--- config.mk ---
export PLATFORM = sky130hd
export DESIGN_NAME = pc_sequencer
export DESIGN_NICKNAME = d
export VERILOG_FILES = /design/src/rtl/pc_sequencer.sv
export SDC_FILE = /design/constraint.sdc
export NUM_CORES = 1
export LEC_CHECK = 0
export CAP_MARGIN = 15
export CORE_ASPECT_RATIO = 1.25
export CORE_MARGIN = 2
export CORE_UTILIZATION = 49
export DETAILED_ROUTE_END_ITERATION = 10
export HOLD_SLACK_MARGIN = 0.06
export PLACE_DENSITY = 0.75
export RECOVER_POWER = 25
export SYNTH_ARGS = -nofsm -noshare
export SYNTH_HDL_FRONTEND = slang
export SYNTH_SLANG_ARGS = --single-unit
--- constraint.sdc ---
create_clock -name clk -period 5.2 [get_ports clk]
set_input_delay 0.52 -clock clk [delete_from_list [all_inputs] [get_ports clk]]
set_output_delay 0.52 -clock clk [all_outputs]
set_load 0.02 [all_outputs]
--- src/rtl/pc_sequencer.sv ---
// Program counter sequencer: holds PC, forms PC+2 and jump/branch/call/return
// targets, and keeps a small circular return-address stack.
module pc_sequencer #(
  parameter logic [15:0] RESET_PC  = 16'h0000,
  parameter int          RAS_DEPTH = 4
) (
  input  logic        clk,
  input  logic        rst_n,
  input  logic        instr_valid,
  input  logic        stall,
  input  logic [2:0]  jb_op,
  input  logic [11:0] imm,
  input  logic [15:0] jump_addr,
  input  logic        flag_z,
  input  logic        flag_n,
  output logic [15:0] pc,
  output logic [15:0] pc2_inst,
  output logic [15:0] jb_inst,
  output logic        jbp_enable,
  output logic [4:0]  ras_depth,
  output logic        ras_overflow,
  output logic        ras_underflow
);

  localparam int         PTR_W     = (RAS_DEPTH > 1) ? $clog2(RAS_DEPTH) : 1;
  localparam logic [4:0] DEPTH_MAX = 5'(RAS_DEPTH);

  typedef enum logic [2:0] {
    OP_NONE = 3'd0,
    OP_JUMP = 3'd1,
    OP_BZ   = 3'd2,
    OP_BNZ  = 3'd3,
    OP_BN   = 3'd4,
    OP_CALL = 3'd5,
    OP_RET  = 3'd6,
    OP_RSVD = 3'd7
  } jb_op_t;

  // imm is a signed word offset; scale to bytes and add with silent wrap.
  function automatic logic [15:0] branch_target(input logic [15:0] base,
                                                input logic [11:0] ofs);
    logic signed [15:0] byte_ofs;
    byte_ofs = $signed({{3{ofs[11]}}, ofs, 1'b0});
    return base + $unsigned(byte_ofs);
  endfunction

  logic [15:0]      ras [RAS_DEPTH];
  logic [PTR_W-1:0] ras_ptr;
  logic [PTR_W-1:0] top_ptr;
  logic [15:0]      ras_top;
  logic             ras_empty;
  logic             ras_full;
  logic             adv;
  logic             do_call;
  logic             do_ret;
  jb_op_t           op;

  assign op        = jb_op_t'(jb_op);
  assign adv       = instr_valid & ~stall;
  assign pc2_inst  = pc + 16'd2;
  assign top_ptr   = ras_ptr - PTR_W'(1);
  assign ras_top   = ras[top_ptr];
  assign ras_empty = (ras_depth == 5'd0);
  assign ras_full  = (ras_depth == DEPTH_MAX);
  assign do_call   = adv & (op == OP_CALL);
  assign do_ret    = adv & (op == OP_RET);

  always_comb begin
    jb_inst    = pc2_inst;
    jbp_enable = 1'b0;
    case (op)
      OP_JUMP: begin
        jb_inst    = {jump_addr[15:1], 1'b0};
        jbp_enable = 1'b1;
      end
      OP_BZ: begin
        jb_inst    = branch_target(pc2_inst, imm);
        jbp_enable = flag_z;
      end
      OP_BNZ: begin
        jb_inst    = branch_target(pc2_inst, imm);
        jbp_enable = ~flag_z;
      end
      OP_BN: begin
        jb_inst    = branch_target(pc2_inst, imm);
        jbp_enable = flag_n;
      end
      OP_CALL: begin
        jb_inst    = branch_target(pc2_inst, imm);
        jbp_enable = 1'b1;
      end
      OP_RET: begin
        if (!ras_empty) begin
          jb_inst    = ras_top;
          jbp_enable = 1'b1;
        end
      end
      default: begin
        jb_inst    = pc2_inst;
        jbp_enable = 1'b0;
      end
    endcase
  end

  // Control state: PC, stack pointer, depth and sticky flags.
  always_ff @(posedge clk) begin
    if (!rst_n) begin
      pc            <= RESET_PC;
      ras_ptr       <= '0;
      ras_depth     <= 5'd0;
      ras_overflow  <= 1'b0;
      ras_underflow <= 1'b0;
    end else if (adv) begin
      pc <= jbp_enable ? jb_inst : pc2_inst;
      if (do_call) begin
        ras_ptr <= ras_ptr + PTR_W'(1);
        if (ras_full) ras_overflow <= 1'b1;
        else          ras_depth    <= ras_depth + 5'd1;
      end
      if (do_ret) begin
        if (!ras_empty) begin
          ras_ptr   <= top_ptr;
          ras_depth <= ras_depth - 5'd1;
        end else begin
          ras_underflow <= 1'b1;
        end
      end
    end
  end

  // Stack storage is data only; when full the write slot is the oldest entry.
  always_ff @(posedge clk) begin
    if (rst_n && do_call) ras[ras_ptr] <= pc2_inst;
  end

endmodule

==> results by group <==
Place
  – Hpwl dp: 10780 um
  – Routability Congestion: 0.9258
  – Input/output buffers: 91

Cells and area
  – Fillers: 869
  – P&R area growth vs syn: 25.15%
  – Layout cells sized above 1: 9.744%
  – # diodes: 0
  – Register Area: 0.002424 mm^2
  – Multi-input logic area: 0.002688 mm^2
  – NumNets Final: 642

Floorplan
  – Starting Density: 50.25%
  – Io pins: 93
  – Row count: 42
  – Placeable core area: 0.01056 mm^2
  – Die ar.: 0.01169 mm^2
  – Chip width: 97.09 um
  – Die Span Y: 120.4 um

Power
  – PD cells: 276.8 mW/mm^2
  – Leakage: 2.439 nW
  – VDD IR-drop max: 0.0001726 V
  – Tot Pwr: 1.839 mW

Yosys
  – Mapped cell area: 0.005308 mm^2
  – Adder-cell share of the synthesized area: 6.035%
  – Post-Synth Simple-Gate Area: 15.72%
  – Compound-Gate Fraction of Synth Area: 17.07%
  – Top FF cell, synth: edfxtp_1
  – Post-synth EDFFs: 64
  – Register bit total from synthesis: 89
  – Asr flop ratio synth: 0%
  – Yosys cell types: 74
  – Xor and xnor fraction of the mapped netlist area: 3.960%
  – Largest family of logic cells by synthesized area: compound AO/OA/AOI/OAI gates
  – Syn Nets: 555
  – Synth Warn #: 0
  – Main area contributors after synthesis: edfxtp_1 (36%), dfxtp_1 (9.4%), mux4_2 (6.8%)
  – Area leader, netlist: edfxtp_1
  – Sequential share of the synthesized area: 45.64%
  – Mux cell area share after synthesis: 7.567%
  – Syn Area/Cell: 10.77 um^2
  – Synth Instances: 493
  – Post-synth top area share: 36.21%

Detailed routing
  – Pre-antenna DRT Iters: 7
  – WL/cell: 21.24 um
  – Routed WL: 15230 um
  – Post-route DRC: 0
  – Final ANT Viol Nets: 0
  – Via count: 4510
  – DRT iter0 DRCs: 312
  – Vias per cell: 6.290

Timing
  – Final Skew: 0.006736 ns
  – Fin. Hold Viols: 0
  – Setup violators final: 0
  – Worst slew pin tran: 0.9871 ns
  – Fin crit share: 92.97%
  – RSZ-0062 raised after global routing: no
  – Slew headroom: 34.19%
  – Max Fclk: 206.8 MHz
  – Slew Viols, Final: 0
  – Setup TNS: 0 ns
  – Tmin final: 4.834 ns

Worst setup path
  – CP Capture Type: output port
  – Setup crit end: jb_inst[14]
  – Max FO, Critical Path: 9
  – RR Endpoint: pc[12]
  – CP startpoint kind: flop
  – Crit. Startpoint: pc[1]
  – Critical path arrival: 4.31 ns
  – Slowest cell delay on critical path: 0.55 ns
  – R2R cell count: 12
  – RR Startpoint: pc[1]
  – CP dominant cell by count: ha_1
  – Critical Path RT: 4.68 ns
  – R2R Setup Slk: 1.59 ns
  – Critical path cell sequence: ha_1, nand4_1, nor2_1, xnor2_1, inv_1, ha_1, a21oi_1, o21ai_0, a21o_1, a221oi_1, mux2i_1, nand2_1, clkdlybuf4s50_1
  – Crit path kind: flop to output port
  – Slowest cell on crit path: clkdlybuf4s50_1

GRT
  – Vias in the first global route: 4595
  – Initial antenna violation count: 0
  – Largest net degree at the start of global routing: 26
  – Gr ovfl total: 0
  – GRT Util Overall: 26.36%
  – First-pass GRT wire length: 23690 um

Clock tree
  – # clock sinks: 89
  – Clk buf depth: 2
  – Post-CTS Hold Fix Bufs: 0
  – CTS tree: built
  – Clock-pin slew on the worst setup and hold paths: 0.06 ns
  – Buffer type at the clock tree root: clkbuf_16
  – TritonCTS Buffers: 9
  – Setup Buffers After CTS: 0
  – CTS H-tree lvls: 3
  – Worst-skew pair later-pin latency: 0.34 ns

Status
  – Status: finished clean

Run
  – Maxcap violations: 0

Min path
  – HP Class: flop to flop
worst min path at each step:
stage,start,end,slack (ns),cells after the start
after floorplan,ras_ptr[1],ras_ptr[1],0.54,2
after global placement,ras_underflow,ras_underflow,0.45,2
after detailed placement,ras_overflow,ras_overflow,0.46,2
after CTS,ras_overflow,ras_overflow,0.48,2
after global routing,ras_overflow,ras_overflow,0.50,2
final,ras_overflow,ras_overflow,0.47,2
Yosys cell counts, types with 6 or more instances:
master     n
a21o_1     6
o21ai_0   15
nand4_1    8
nand2_1   36
inv_1     20
o21ai_1   11
buf_2      9
ha_1      24
nand3_1   16
dfxtp_1   25
xnor2_1   16
clkbuf_1  16
a22oi_1    6
a21oi_1   27
mux4_2    16
nor2_1    36
o21a_1     6
nor3_1    15
and3_1     7
edfxtp_1  64
xor2_1     8
stage by stage:
| stage | instance area [um^2] | hold slack [ns] | cells | worst slack (ns) | utilization, % |
|---|---|---|---|---|---|
| after CTS | 6653 | 0.4807 | 717 | 0.05037 | 62.98 |
| after global routing | 6643 | 0.5026 | 717 | 0.02684 | 62.89 |
| after global placement | 6357 | 0.4488 | 701 | 0.4508 | 60.19 |
| final | 6643 | 0.4679 | 717 | 0.3655 | 62.89 |
| after detailed placement | 6357 | 0.4634 | 701 | 0.4620 | 60.19 |
| after floorplan | 5308 | 0.5354 | 493 | 1.025 | - |
cell usage in the layout (no fill, tap or decap), types with 8 or more instances in the layout:
cell type / instances
clkdlybuf4s50_1: 83
nor2_1: 36
nand2_1: 36
clkbuf_16: 9
dfxtp_1: 24
inv_1: 20
xnor2_1: 16
nor3_1: 15
nand3_1: 16
o21ai_1: 11
mux4_2: 16
dlygate4sd3_1: 8
buf_4: 8
o21ai_0: 15
a21oi_1: 27
nand4_1: 9
edfxtp_1: 64
ha_1: 24
cell families (layout without fill, tap and decap cells):
logic type,after synthesis,after routing
multiplexers,20,20
XOR/XNOR,24,24
AND/OR/NAND/NOR,158,158
buffers and inverters,49,141
AO/OA/AOI/OAI,128,128
flip-flops,89,89
adder cells (fa/ha/maj),25,25
power by group:
part	leakage (nW)	internal [mW]	switching [mW]	total [mW]
Sequential	0.802	0.771	0.0156	0.786
Clock	0.137	0.373	0.276	0.650
Combinational	1.50	0.174	0.229	0.403
Total	2.44	1.32	0.520	1.84
layer usage:
| layer | vias to the layer above | part of all wire, % | global-route usage, % |
|---|---|---|---|
| li1 | 2078 | - | - |
| met4 | 0 | 3.7 | 14.17 |
| met3 | 41 | 6.8 | 4.971 |
| met5 | - | 0 | 0 |
| met1 | 2195 | 38 | 30.37 |
| met2 | 196 | 51 | 46.40 |
sequential cells by signal, indices dropped and copies added, names as in the netlist:
signal         cells
pc                16
ras               64
ras_depth          5
ras_underflow      1
ras_ptr            2
ras_overflow       1
cell type report:
cell class	count	share of cell area, %
sequential	89	36.49
clock inverter	6	0.9983
tap	132	2.486
inverter	21	1.224
clock buffer	10	3.447
timing repair buffer	104	14.90
multi-input combinational	355	40.46
what timing repair did:
item | in CTS | in global routing
endpoints found under the hold margin | 0 | 0
setup endpoints to repair | 0 | 1
resized for setup | 0 | 4
critical path: cells and delay by family (launching register included):
family	cells	cell delay [ns]
flip-flops	1	0.47
XOR/XNOR	1	0.18
multiplexers	1	0.31
AO/OA/AOI/OAI	4	1.01
buffers and inverters	2	0.74
AND/OR/NAND/NOR	3	0.50
adder cells (fa/ha/maj)	2	0.76
No activity file was read; power rests on OpenSTA's default activity.
